==> config.mk <==
export PLATFORM = sky130hd
export DESIGN_NAME = mult_share_sched
export DESIGN_NICKNAME = d
export VERILOG_FILES = /design/src/rtl/mult_share_pkg.sv /design/src/rtl/rr_arb.sv /design/src/rtl/mult_share_sched.sv
export SDC_FILE = /design/constraint.sdc
export NUM_CORES = 1
export LEC_CHECK = 0
export CAP_MARGIN = 20
export CELL_PAD_IN_SITES_DETAIL_PLACEMENT = 1
export CELL_PAD_IN_SITES_GLOBAL_PLACEMENT = 2
export CORE_UTILIZATION = 18
export CTS_CLUSTER_DIAMETER = 80
export CTS_CLUSTER_SIZE = 24
export DETAILED_ROUTE_END_ITERATION = 10
export PLACE_DENSITY = 0.82
export SLEW_MARGIN = 20
export SYNTH_ARGS = -nofsm -noshare
export SYNTH_HDL_FRONTEND = slang
export SYNTH_SLANG_ARGS = --single-unit
==> constraint.sdc <==
create_clock -name CLK -period 1.8 [get_ports CLK]
set_input_delay 0.36 -clock CLK [delete_from_list [all_inputs] [get_ports CLK]]
set_output_delay 0.36 -clock CLK [all_outputs]
set_load 0.05 [all_outputs]
==> src/rtl/mult_share_pkg.sv <==
//============================================================================
// Module      : mult_share_pkg
// Description : Shared types and helpers for the multiplier-sharing scheduler.
// Revision    : 1.0 - initial release
//============================================================================
`default_nettype none

package mult_share_pkg;

    // Sized for the largest supported requester count (8).
    localparam int c_MAX_REQ   = 8;
    localparam int c_TAG_IDX_W = 3;

    typedef struct packed {
        logic                   valid;
        logic [c_TAG_IDX_W-1:0] idx;
    } tag_t;

    function automatic int clog2(input int n);
        int r;
        r = 0;
        while ((1 << r) < n) begin
            r = r + 1;
        end
        return r;
    endfunction

    function automatic logic [c_MAX_REQ-1:0] onehot(input logic [c_TAG_IDX_W-1:0] idx,
                                                    input int n);
        logic [c_MAX_REQ-1:0] v;
        v = '0;
        if (int'(idx) < n) begin
            v[idx] = 1'b1;
        end
        return v;
    endfunction

endpackage

`default_nettype wire

==> src/rtl/rr_arb.sv <==
//============================================================================
// Module      : rr_arb
// Description : Pointer-based round-robin arbiter, one grant per cycle.
//               MULT_SHARE_PRIO0_EN gives requester 0 strict priority.
// Revision    : 1.0 - initial release
//============================================================================
`default_nettype none

module rr_arb #(
    parameter int N     = 4,
    parameter int IDX_W = 2
) (
    input  logic             clk,
    input  logic             rst,
    input  logic [N-1:0]     i_req,
    output logic [N-1:0]     o_gnt,
    output logic [IDX_W-1:0] o_idx,
    output logic             o_any
);

    logic [IDX_W-1:0] r_ptr;
    logic [IDX_W-1:0] w_j;
    logic [IDX_W-1:0] w_idx;
    logic [IDX_W-1:0] w_nxt;
    logic             w_found;

    always_comb begin
        w_found = 1'b0;
        w_idx   = '0;
        w_j     = '0;
`ifdef MULT_SHARE_PRIO0_EN
        if (i_req[0]) begin
            w_found = 1'b1;
        end
`endif
        for (int k = 0; k < N; k++) begin
            w_j = IDX_W'((int'(r_ptr) + k) % N);
            if (!w_found && i_req[w_j]) begin
                w_found = 1'b1;
                w_idx   = w_j;
            end
        end
        // Nothing is granted while reset is held.
        o_any = w_found && !rst;
        o_idx = w_idx;
        o_gnt = '0;
        if (o_any) begin
            o_gnt[w_idx] = 1'b1;
        end
    end

    assign w_nxt = (int'(w_idx) == N - 1) ? '0 : w_idx + 1'b1;

    always_ff @(posedge clk) begin
        if (rst) begin
            r_ptr <= '0;
        end else if (o_any) begin
`ifdef MULT_SHARE_PRIO0_EN
            if (w_idx != '0) begin
                r_ptr <= w_nxt;
            end
`else
            r_ptr <= w_nxt;
`endif
        end
    end

endmodule

`default_nettype wire

==> src/rtl/mult_share_sched.sv <==
//============================================================================
// Module      : mult_share_sched
// Description : Shares one external pipelined signed multiplier between
//               N_REQ requesters; option macro MULT_SHARE_PRIO0_EN.
// Revision    : 1.0 - initial release
//============================================================================
`default_nettype none

module mult_share_sched
    import mult_share_pkg::*;
#(
    parameter  int N_REQ   = 4,
    parameter  int WIDTH_A = 16,
    parameter  int WIDTH_B = 16,
    parameter  int LATENCY = 1,
    localparam int WIDTH_P = WIDTH_A + WIDTH_B
) (
    input  logic                     CLK,
    input  logic                     RST,
    input  logic [N_REQ-1:0]         req_valid,
    output logic [N_REQ-1:0]         req_ready,
    input  logic [N_REQ*WIDTH_A-1:0] req_a,
    input  logic [N_REQ*WIDTH_B-1:0] req_b,
    output logic                     mul_ce,
    output logic [WIDTH_A-1:0]       mul_a,
    output logic [WIDTH_B-1:0]       mul_b,
    input  logic [WIDTH_P-1:0]       mul_p,
    output logic [N_REQ-1:0]         res_valid,
    output logic [WIDTH_P-1:0]       res_p,
    output logic                     busy
);

    localparam int IDX_W = (clog2(N_REQ) < 1) ? 1 : clog2(N_REQ);

    logic [N_REQ-1:0]   w_gnt;
    logic [IDX_W-1:0]   w_gidx;
    logic               w_xfer;
    logic               w_tag_any;
    logic               w_ce;
    tag_t               w_last;

    logic [WIDTH_A-1:0] r_mul_a;
    logic [WIDTH_B-1:0] r_mul_b;
    tag_t               r_tag [LATENCY+1];
    logic [N_REQ-1:0]   r_res_valid;
    logic [WIDTH_P-1:0] r_res_p;

    rr_arb #(
        .N     (N_REQ),
        .IDX_W (IDX_W)
    ) u_arb (
        .clk   (CLK),
        .rst   (RST),
        .i_req (req_valid),
        .o_gnt (w_gnt),
        .o_idx (w_gidx),
        .o_any (w_xfer)
    );

    always_comb begin
        w_tag_any = 1'b0;
        for (int k = 0; k <= LATENCY; k++) begin
            w_tag_any = w_tag_any | r_tag[k].valid;
        end
    end

    // The enable drops only once the pipeline is empty, so freezing loses nothing.
    assign w_ce   = !RST && (w_xfer || w_tag_any);
    assign w_last = r_tag[LATENCY];

    always_ff @(posedge CLK) begin
        if (RST) begin
            r_mul_a <= '0;
            r_mul_b <= '0;
        end else if (w_xfer) begin
            r_mul_a <= req_a[w_gidx*WIDTH_A +: WIDTH_A];
            r_mul_b <= req_b[w_gidx*WIDTH_B +: WIDTH_B];
        end
    end

    // Tag k travels in step with multiplier register stage k.
    always_ff @(posedge CLK) begin
        if (RST) begin
            for (int k = 0; k <= LATENCY; k++) begin
                r_tag[k] <= '0;
            end
        end else if (w_ce) begin
            r_tag[0].valid <= w_xfer;
            r_tag[0].idx   <= c_TAG_IDX_W'(w_gidx);
            for (int k = 1; k <= LATENCY; k++) begin
                r_tag[k] <= r_tag[k-1];
            end
        end
    end

    always_ff @(posedge CLK) begin
        if (RST) begin
            r_res_valid <= '0;
            r_res_p     <= '0;
        end else if (w_last.valid && w_ce) begin
            r_res_valid <= N_REQ'(onehot(w_last.idx, N_REQ));
            r_res_p     <= mul_p;
        end else begin
            r_res_valid <= '0;
        end
    end

    assign req_ready = w_gnt;
    assign mul_ce    = w_ce;
    assign mul_a     = r_mul_a;
    assign mul_b     = r_mul_b;
    assign res_valid = r_res_valid;
    assign res_p     = r_res_p;
    assign busy      = !RST && (w_tag_any || (|r_res_valid));

endmodule

`default_nettype wire

After elaboration in Yosys (flattened, before gate mapping). Memories as Yosys holds them, arrays and structs flattened. Index checks and enable logic that the tools add are counted.

Input port bits: 166. Memories: 1. Output and inout port bits: 74. Memory bits (writable): 8. Logic and storage cells: 75. Flip-flop bits (word level): 70.

Shift-type cells: 2. $lt $le $gt $ge: 9. Muxes and demuxes: 30. Reductions and logical operators: 17. Add/subtract/negate cells: 4. Bitwise gates (word level): 6. Equality and inequality tests: 1.

Memory list: r_tag (words 2, width 4, rd ports 2, clocked after Yosys merged registers in 0, write ports 2, line mult_share_sched.sv:44) `tag_t r_tag [LATENCY+1];`.

Operator list (number): $shiftx A64 B7 Y16 (2); $mux W1 (16); $lt A2 B3 Y1 const B (5); $mux W2 (5); $logic_and A1 B1 Y1 (9); $bmux W1 S2 (4); $mux W4 (2); $add A2 B1 Y2 const B (2); $add A2 B2 Y2 const B (2); $logic_not A1 Y1 (4); $lt A3 B4 Y1 const B (1); $or A1 B1 Y1 (4); $reduce_or A4 Y1 (1); $demux W1 S3 (1); $ge A3 B1 Y1 const B (1); $lt A3 B3 Y1 const B (1); $mux W3 (1); $reduce_or A3 Y1 (1); $demux W1 S2 (1); $eq A2 B1 Y1 const B (1); $ge A2 B1 Y1 const B (1); $logic_or A1 B1 Y1 (2); $not A1 Y1 (2).

Logic depth before layout (Yosys ltp).
Depth in word-level cells: 19. Mapped depth: 7.

Modules after synthesis. From an unflattened synthesis, not the netlist that was laid out.

Cells, all modules: 348. Area total of the unflattened synthesis: 3921.3 sq um.

By module, submodules not included: mult_share_sched (area each 3658.5 sq um, times used 1, cells each 313, seq. area each 1541.5 sq um); rr_arb (area each 262.8 sq um, times used 1, cells each 35, seq. area each 40.0 sq um).

Worst setup path after synthesis. No wires, ideal clock.

Path kind: register to output. Start point: register u_arb.r_ptr[1]. End point: output port req_ready[1]. Path buffers: 1. Cell stages (with the launch flop): 8. Arrival time: 1719 ps. Required time: 1440 ps. Slack: -279 ps. Path through: dfxtp_1 -> nand2_1 -> a221oi_4 -> nor2_4 -> buf_6 -> inv_1 -> ha_1 -> and2_1.

Cells in the longest elaborated chain, start to end: 17. Elaborated cells on any way between the ends: 32.

RTL lines: start, declared (line rr_arb.sv:21) `logic [IDX_W-1:0] r_ptr;`; start signal, assigned (line rr_arb.sv:63) `r_ptr <= w_nxt;`; branches (longest 11 deep; another with $add A2 B1 Y2); $mux W2 * (line rr_arb.sv:38) `if (!w_found && i_req[w_j]) begin`; named net u_arb.o_idx[1] (line rr_arb.sv:17) `output logic [IDX_W-1:0] o_idx,`; $lt A2 B3 Y1 (implied by the code) or $ge A2 B1 Y1 (tied branches) (line rr_arb.sv:48) `o_gnt[w_idx] = 1'b1;`; $logic_and A1 B1 Y1 (implied by the code) (line rr_arb.sv:48); $mux W1 (implied by the code) (line rr_arb.sv:48); $demux W1 S2 *; $mux W4 * (line rr_arb.sv:47) `if (o_any) begin`; end, declared (line mult_share_sched.sv:21) `output logic [N_REQ-1:0] req_ready,`.

Mark *: on every way through the listed nets, which the timed path passes. The select of a mux whose other input is x is not followed.

Worst setup path after layout.
Start point: register u_arb.r_ptr[0]. End point: output port req_ready[0].

Cells in the longest elaborated chain, start to end: 17. Elaborated cells on any way between the ends: 32.

RTL lines (line): branches (longest 16 deep; another with $lt A2 B3 Y1); $mux W4 * (rr_arb.sv:47).

Mark *: on every way between the ends. The select of a mux whose other input is x is not followed.

==> results.py <==
metrics = {
    "run_status": {
        "outcome": "complete, but fails checks",
        "violations": "negative setup slack",
    },
    "run": {
        "maxCapViolations": 0,
    },
    "worst_setup_path": {
        "endpoint_kind": "output port",
        "worstPathRequired_ps": 1440,
        "arrival_ps": 1840,
        "crit_start": "u_arb.r_ptr[0]",
        "r2r_start": "u_arb.r_ptr[0]",
        "cp_max_fo": 4,
        "crit_path_start_kind": "flip-flop",
        "worstSetupPathType": "reg -> out",
    },
    "place": {
        "placed_area_mm2": 0.00669,
        "dp_hpwl_um": 12200,
        "place_congestion": 0.791,
        "port_buffers": 239,
    },
    "global_route": {
        "globalRoute.totalOverflow": 0,
        "globalRouteTotalUtil_pct": 14.9,
        "grt_pass1_vias": 4540,
        "grt_use_met1_pct": 15.9,
        "antenna_found_initial": 0,
        "use_met2_pct": 27.2,
        "busiest_layer": "met2",
        "grt_first_pass_wirelength_um": 24800,
        "grt_use_met3_pct": 5.06,
        "grt_max_degree": 37,
    },
    "sta": {
        "setup_slack_ps": -400,
        "relSlewSlack_pct": 62.7,
        "finalMaxSlewViolations": 0,
        "hold_ws_ps": 491,
        "setup_viol": 36,
        "worst_pin_slew_ps": 559,
        "clock_skew_ps": 7.59,
        "min_period_over_period_pct": 122,
        "final.setup.tns_ps": -6550,
        "period_minus_slack_ps": 2200,
        "rsz0062_at_grt": "yes",
        "hold_viol": 0,
        "fmaxAchievable_ghz": 0.455,
    },
    "cells_and_area": {
        "n_fill_cell": 2318,
        "drive_gt1_share_pct": 30.6,
        "fin_nets": 813,
        "antennaDiodeCount": 0,
        "postLayoutCellArea_mm2": 0.00728,
        "syn2layout_area_growth_pct": 91.7,
        "fin_util_pct": 35.6,
    },
    "drt": {
        "wirelength_um": 16500,
        "drtIter0Drc": 118,
        "drcViolationCount": 0,
        "wl_per_cell_um": 18.0,
        "vias": 4098,
        "ant_nets": 0,
        "viasPerCell": 4.46,
        "dr.pass1.iters": 5,
    },
    "cts": {
        "clkSlewWorstSetupHoldPaths_ps": 70,
        "numCtsBuffers": 9,
        "cts_buffer_depth": 2,
        "cts_max_level": 3,
        "insertion_delay_ps": 340,
        "cts.sinks": 76,
        "cts_tree": "built",
        "root_buffer": "clkbuf_16",
    },
    "min_path": {
        "holdCritStartpoint": "mul_b[4]",
        "min_path_type": "reg -> reg",
    },
    "synthesis": {
        "synthAdderAreaFrac_pct": 1.32,
        "synth-compound-area-share_pct": 19.2,
        "syn_area_mm2": 0.00380,
        "synthFlopType": "dfxtp_1",
        "synth.most_common_cell": "dfxtp_1",
        "ys_seq_area_share_pct": 41.7,
        "synthTopCellsByArea": "dfxtp_1 (37%), mux2_4 (11%), a221o_1 (8.7%)",
        "synth_warnings": 0,
        "syn_nets": 551,
        "syn_inst": 381,
        "synth_xor_area_share_pct": 0,
        "synth_common_cells": "dfxtp_1 (70), nor2_1 (37), a21oi_1 (36), a221o_1 (33), mux2i_1 (33)",
        "synth_top_family_by_area": "multiplexers",
        "synth_cell_type_count": 35,
        "ys_seq_elements": 76,
        "yosys.area.top_type": "dfxtp_1",
        "netlist.area_leader.share_pct": 36.9,
        "async_flop_share_pct": 0,
        "synth-edff-count": 6,
        "muxShareOfSynthArea_pct": 21.0,
        "avgSynthCellArea_um2": 9.96,
        "synth_simple_gate_area_share_pct": 12.6,
    },
    "floorplanning": {
        "pin_count": 240,
        "fp.dieArea_mm2": 0.0217,
        "die_w_um": 147,
        "core_mm2": 0.0204,
        "rows": 52,
        "start_util_pct": 18.6,
        "dieHeight_um": 147,
    },
    "pwr": {
        "p_leak_uw": 0.00296,
        "powerDensity_mw_per_mm2": 903,
        "vdd_drop_max_mv": 0.298,
    },
}
-- registers in the layout, indices dropped and copies added (netlist names) --
| register | cells |
|---|---|
| mul_a | 16 |
| mul_b | 16 |
| r_tag | 6 |
| res_p | 32 |
| res_valid | 4 |
| u_arb.r_ptr | 2 |
-- area by class of cell --
type                       count  area (um^2)  area share, %
clock buffer                  10          229           3.15
tap                          270          338           4.64
timing repair buffer         284         2830           38.9
clock inverter                 6         40.0          0.550
inverter                       3         18.8          0.258
sequential                    76         1590           21.8
multi-input combinational    269         2230           30.6
-- cells in the final DEF (no fill, tap or decap), types with 3 or more instances in the layout --
cell type	n
a21oi_1	33
a221o_1	33
and2_1	3
and2_4	4
buf_12	13
buf_4	90
buf_6	9
buf_8	4
clkbuf_16	12
clkdlybuf4s50_1	161
clkinvlp_4	3
dfxtp_1	68
edfxtp_1	6
ha_4	4
mux2_4	31
mux2i_1	33
nand2_1	3
nand3_1	32
nor2_1	35
o21ai_0	32
-- critical path, stage by stage, from the launching register on --
cell,delay [ps]
dfxtp_4,380
inv_1,90
a221oi_4,350
nor2_4,80
buf_12,150
inv_8,60
ha_4,120
and2_4,140
buf_12,130
-- routing by layer --
layer | up-vias | wire length [um]
met5 | - | 0
met4 | 0 | 344
met3 | 26 | 1330
met2 | 185 | 8620
met1 | 1949 | 6230
li1 | 1938 | -
-- final timing paths --
check	slack, ps	to	cells after the start
hold reg to reg	490	mul_b[4]	1
setup / recovery	-400	req_ready[0]	8
setup reg to reg	-240	mul_b[7]	8
hold / removal	490	mul_b[4]	1
-- stage by stage --
stage	total power (uW)	std cells	setup slack, ps
after global placement	4630	890	-636
after global routing	6910	918	-491
after floorplan	3550	381	-54.9
final	6570	918	-400
after CTS	6540	913	-450
after detailed placement	4710	890	-695
-- power by group --
group          switching, uW  leakage [uW]  internal, uW
logic                   1510       0.00219          1360
clock network            739      0.000123           931
registers                124      0.000648          1900
total                   2380       0.00296          4190
-- kinds of logic after synthesis --
kind of cell,Yosys count
compound gates,106
simple gates,94
flops,76
mux,65
buf+inv,36
fa+ha+maj,4
-- repair_timing --
action | in CTS | in global routing
hold buffers | 0 | 0
resized for setup | 32 | 27
gates cloned | 1 | 4
setup buffers | 6 | 4
pin swaps | 3 | 19
setup endpoints to repair | 45 | 38
Note: power is estimated with default switching activity, not from simulation.
